===== config.mk =====
export PLATFORM = sky130hd
export DESIGN_NAME = pulse_meter
export DESIGN_NICKNAME = d
export VERILOG_FILES = /design/src/rtl/pulse_pkg.sv /design/src/rtl/pulse_meter_sync.sv /design/src/rtl/pulse_meter.sv
export SDC_FILE = /design/constraint.sdc
export NUM_CORES = 1
export LEC_CHECK = 0
export ABC_AREA = 1
export CORE_MARGIN = 3
export CORE_UTILIZATION = 38
export CTS_BUF_LIST = sky130_fd_sc_hd__clkbuf_4 sky130_fd_sc_hd__clkbuf_8
export DETAILED_ROUTE_END_ITERATION = 8
export SYNTH_ARGS = -nofsm -noshare
export SYNTH_HDL_FRONTEND = slang
export SYNTH_SLANG_ARGS = --single-unit

===== constraint.sdc =====
create_clock -name clk -period 4.78 [get_ports clk]
set_clock_uncertainty 0.15 [all_clocks]
set_input_delay 0.956 -clock clk [delete_from_list [all_inputs] [get_ports clk]]
set_output_delay 0.956 -clock clk [all_outputs]
set_load 0.02 [all_outputs]

===== src/rtl/pulse_pkg.sv =====
// Shared definitions for the pulse_meter block: FSM state encoding.
package pulse_pkg;

    typedef enum logic [1:0] {
        ST_WAIT = 2'd0,
        ST_HIGH = 2'd1,
        ST_DONE = 2'd2
    } state_t;

endpackage


===== src/rtl/pulse_meter_sync.sv =====
// Input conditioning for pulse_meter: optional SYNC-deep synchronizer plus
// rising-edge detection on the synchronized level.
module pulse_meter_sync #(
    parameter int SYNC = 2
) (
    input  logic clk,
    input  logic rstn,
    input  logic ipulse,
    output logic s,
    output logic rise
);

    logic s_prev;

    generate
        if (SYNC == 0) begin : g_pass
            assign s = ipulse;
        end else begin : g_sync
            logic [SYNC-1:0] chain;

            always_ff @(posedge clk or negedge rstn) begin
                if (!rstn) begin
                    chain <= '0;
                end else begin
                    chain[0] <= ipulse;
                    for (int i = 1; i < SYNC; i++) begin
                        chain[i] <= chain[i-1];
                    end
                end
            end

            assign s = chain[SYNC-1];
        end
    endgenerate

    // s_prev resets to 0, so a line already high out of reset reads as a rise.
    always_ff @(posedge clk or negedge rstn) begin
        if (!rstn) begin
            s_prev <= 1'b0;
        end else begin
            s_prev <= s;
        end
    end

    assign rise = s & ~s_prev;

endmodule


===== src/rtl/pulse_meter.sv =====
// Pulse receiver: measures cycles from arming to the rising edge (dly) and the
// high width (len) of a single-bit line, reporting each result with a strobe.
module pulse_meter
    import pulse_pkg::*;
#(
    parameter int W    = 16,
    parameter int SYNC = 2
) (
    input  logic         clk,
    input  logic         rstn,
    input  logic         arm,
    input  logic         ipulse,
    output logic         valid,
    output logic         busy,
    output logic [W-1:0] dly,
    output logic [W-1:0] len,
    output logic         dly_ovf,
    output logic         len_ovf,
    output state_t       dbg_state
);

    localparam logic [W-1:0] CNT_MAX = '1;

    // valid is a one-cycle strobe with no backpressure; results hold until the next strobe.
    state_t         state, state_d;
    logic [W-1:0]   cnt, cnt_d;
    logic [W-1:0]   dly_d, len_d;
    logic           valid_d, dly_ovf_d, len_ovf_d;
    logic           s, rise;

    pulse_meter_sync #(
        .SYNC(SYNC)
    ) u_sync (
        .clk    (clk),
        .rstn   (rstn),
        .ipulse (ipulse),
        .s      (s),
        .rise   (rise)
    );

    always_ff @(posedge clk or negedge rstn) begin
        if (!rstn) begin
            state   <= ST_WAIT;
            cnt     <= '0;
            dly     <= '0;
            len     <= '0;
            valid   <= 1'b0;
            dly_ovf <= 1'b0;
            len_ovf <= 1'b0;
        end else begin
            state   <= state_d;
            cnt     <= cnt_d;
            dly     <= dly_d;
            len     <= len_d;
            valid   <= valid_d;
            dly_ovf <= dly_ovf_d;
            len_ovf <= len_ovf_d;
        end
    end

    always_comb begin
        state_d   = state;
        cnt_d     = cnt;
        dly_d     = dly;
        len_d     = len;
        valid_d   = 1'b0;
        dly_ovf_d = dly_ovf;
        len_ovf_d = len_ovf;

        // arm has priority over any completion on the same edge.
        if (arm) begin
            state_d = ST_WAIT;
            cnt_d   = '0;
        end else begin
            case (state)
                ST_WAIT: begin
                    if (rise) begin
                        dly_d   = cnt;
                        cnt_d   = W'(1);
                        state_d = ST_HIGH;
                    end else if (cnt == CNT_MAX) begin
                        dly_d     = CNT_MAX;
                        dly_ovf_d = 1'b1;
                        len_d     = '0;
                        len_ovf_d = 1'b0;
                        valid_d   = 1'b1;
                        state_d   = ST_DONE;
                    end else begin
                        cnt_d = cnt + W'(1);
                    end
                end
                ST_HIGH: begin
                    if (!s) begin
                        len_d     = cnt;
                        len_ovf_d = 1'b0;
                        dly_ovf_d = 1'b0;
                        valid_d   = 1'b1;
                        state_d   = ST_DONE;
                    end else if (cnt == CNT_MAX) begin
                        len_d     = CNT_MAX;
                        len_ovf_d = 1'b1;
                        dly_ovf_d = 1'b0;
                        valid_d   = 1'b1;
                        state_d   = ST_DONE;
                    end else begin
                        cnt_d = cnt + W'(1);
                    end
                end
                ST_DONE: begin
                    state_d = ST_DONE;
                end
                default: begin
                    state_d = ST_WAIT;
                    cnt_d   = '0;
                end
            endcase
        end
    end

    assign busy      = (state != ST_DONE);
    assign dbg_state = state;

endmodule


==> results by group <==
Status
  • Outcome: complete, no violations

Timing
  • Setup ws final: 1897 ps
  • Final period util: 60.31%
  • Worst slew pin tran: 956.2 ps
  • Max_slew headroom: 36.08%
  • Fin. Hold Viols: 0
  • Unrepaired setup endpoints after global routing: false
  • FMAX: 0.3469 GHz
  • Final setup viols: 0
  • Setup_tns: 0 ps
  • Post-layout min period: 2883 ps
  • Max-slew violations: 0

Worst hold path
  • Hold_sp: u_sync.g_sync.chain[0]
  • Hold Path End: u_sync.g_sync.chain[1]
  • Cell count of the worst hold path: 0
  • Hold Crit Class: reg -> reg

CTS
  • CTS tree: yes
  • Root Buffer Master: clkbuf_8
  • Clock Path Buffers: 2
  • Clock sink total: 56
  • Post-CTS setup buffers: 0
  • H-tree depth: 2
  • Total CTS buffers: 5
  • Post-CTS sizing: 0
  • Hold-fix buffers, CTS: 0
  • Clock Latency Late Sink: 310 ps
  • CTS clk-pin slew, worst paths: 100 ps

Setup path
  • CP Capture Type: flip-flop
  • Req. time, crit path: 4830 ps
  • Slowest stage delay, CP: 690 ps
  • Cell family with the largest share of critical-path delay: simple AND/OR/NAND/NOR gates
  • R2R cell count: 6
  • FF-to-FF setup slack: 1900 ps
  • WP buf/inv: 2
  • Worst r2r dst: dly[7]
  • CP Launch Type: flip-flop
  • Crit Path Class: reg -> reg
  • Crit path cell chain: inv_1, nor2_1, clkinv_1, o21ai_1, nand3_1, o21ai_0
  • R2R Path Start: u_sync.g_sync.chain[1]
  • CP max stage cell: nand3_1
  • Worst path arrival time: 2930 ps
  • CP Max Fanout: 32

Floorplanning
  • Overall die height: 91.07 um
  • Die area: 0.008294 mm2
  • Io pins: 42
  • Starting Density: 39.82%
  • Core Footprint: 0.006907 mm2
  • Site Rows: 30
  • Die W: 91.07 um

Run
  • Total of max-cap violations: 0

Route
  • Via-to-Cell Ratio: 4.871
  • DRT iter0 DRCs: 171
  • Total wire length: 6201 um
  • Routed via count: 2382
  • Remaining antenna violation count after routing: 0
  • Wire length per cell: 12.68 um
  • 1st-pass router iterations: 4
  • Post-route DRC: 0

Placed design
  • Pre-CTS setup slack: 1764 ps
  • Port Buf Inserts: 41
  • GPL Wtd Cong: 0.8741
  • Cell area after placement: 0.003211 mm2
  • Placed cells: 481
  • HPWL Detailed: 4467 um

Logic synthesis
  • Post-synthesis register bit count: 56
  • Synth area leaders: dfrtp_1 51%, nand2_1 15%, nand3_1 6.4%, nor2_1 6.0%, o21ai_0 5.5%
  • Area leader, netlist: dfrtp_1
  • Cell Area, Synth: 0.002750 mm2
  • EDFF count, synth: 0
  • Synth warn: 0
  • Post-synthesis cell type count: 24
  • Sequential-to-total area share from yosys stat: 50.96%
  • Async S/R FF share, synth: 100.0%
  • Synth Flop Type: dfrtp_1
  • Yosys top cell area share: 50.96%
  • Post-Synthesis Cells: 355
  • Post-Syn Nets: 360
  • Mean post-synth cell area: 7.747 um2

Cells and area
  • Fin area: 0.003308 mm2
  • Multi-input gate area: 0.001156 mm2
  • Layout area overhead: 20.29%
  • Finished Layout Cells: 489
  • Most frequent cells in the layout: 107 x nand2_1, 56 x dfrtp_1, 44 x nor2_1
  • Fill cells: 718
  • Commonest non-fill, non-tap cell in the layout: nand2_1
  • Nets: 397
  • Flip-flop and latch area: 0.001401 mm2
  • Proportion of layout cells with a drive suffix above 1: 5.089%
  • Inserted Diodes: 0

Pwr
  • Sequential power share: 50.9%
  • Final Total Pwr: 1.087 mW
  • Net switching power: 0.3232 mW
  • Power Dens Cells: 328.5 mW/mm2
  • Pleak: 1.544 nW
  • Clock network power share: 25.9%
  • Net Sw Frac: 29.75%
  • Logic pwr share: 23.2%
  • Max rail drop VDD: 128.0 uV
  • Pint: 0.7633 mW

GRT
  • First-pass GRT wire length: 10900 um
  • Largest net degree at the start of global routing: 33
  • Initial antenna violation count: 0
  • All-Layer GR Usage: 15.90%
  • Grt ovf: 0
  • Vias in the first global route: 2333
final cells by class:
class,count,area share [%]
clock buffers,8,2.950
well taps,96,3.631
flip-flops and latches,56,42.36
multi-input cells,256,34.95
inverters,30,3.404
repair buffers,43,12.71
cell usage after synthesis (2+ instances only):
cell type  number
nor2_2          3
buf_6           3
inv_1          29
a21oi_1        22
o21ai_0        30
clkbuf_1        5
buf_2           4
nor3_1          2
nand2_1       107
nor2_1         44
o22ai_1         4
dfrtp_1        56
nand3_1        35
routing by layer:
layer	GRT usage, %	vias to the layer above	part of all wire, %
li1	-	1209	-
met5	0	-	0
met4	4.648	0	0.92
met1	19.80	1131	45
met3	2.983	4	3.2
met2	27.96	38	50
worst max path at each step:
| stage | start | to | slack, ps | cells past startpoint |
|---|---|---|---|---|
| 3_3_place_gp | arm | cnt[10] | 1810 | 6 |
| 6_report | u_sync.g_sync.chain[1] | dly[7] | 1900 | 6 |
| 5_1_grt | u_sync.g_sync.chain[1] | dly[6] | 1500 | 6 |
| 2_1_floorplan | arm | len[10] | 2720 | 7 |
| 4_1_cts | u_sync.g_sync.chain[1] | dly[7] | 1840 | 6 |
| 3_5_place_dp | arm | cnt[3] | 1760 | 6 |
cells by family after synthesis:
logic type | share of synthesized area (%)
AOI/OAI and AO/OA | 11.74
buffers and inverters | 7.006
and+or+nand+nor | 29.85
DFF | 50.96
adders and majority gates | 0.4549
power groups by stage:
| stage | Combinational [mW] | Clock, mW | Sequential [mW] |
|---|---|---|---|
| 2_1_floorplan | 0.0766 | 0 | 0.618 |
| 3_3_place_gp | 0.255 | 0 | 0.562 |
| 3_5_place_dp | 0.256 | 0 | 0.563 |
| 4_1_cts | 0.257 | 0.288 | 0.554 |
| 5_1_grt | 0.278 | 0.310 | 0.561 |
| 6_report | 0.252 | 0.282 | 0.553 |
worst register-to-register path, delay by kind of cell (launching register included):
family | cells | cell delay, ps
buffers and inverters | 2 | 660
AND/OR/NAND/NOR | 2 | 910
flip-flops | 1 | 350
AO/OA/AOI/OAI | 2 | 690
stage by stage:
stage / hold slack [ps] / utilization (%)
2_1_floorplan: 181.2 / -
3_3_place_gp: 187.0 / 46.49
3_5_place_dp: 191.8 / 46.49
4_1_cts: 214.9 / 47.90
5_1_grt: 228.6 / 47.90
6_report: 210.2 / 47.90
sequential cells by signal, indices dropped and copies added, names as in the netlist:
register	flops
cnt	16
dbg_state	2
dly	16
dly_ovf	1
len	16
len_ovf	1
u_sync.g_sync.chain	2
u_sync.s_prev	1
valid	1
Note: power is estimated with default switching activity, not from simulation.
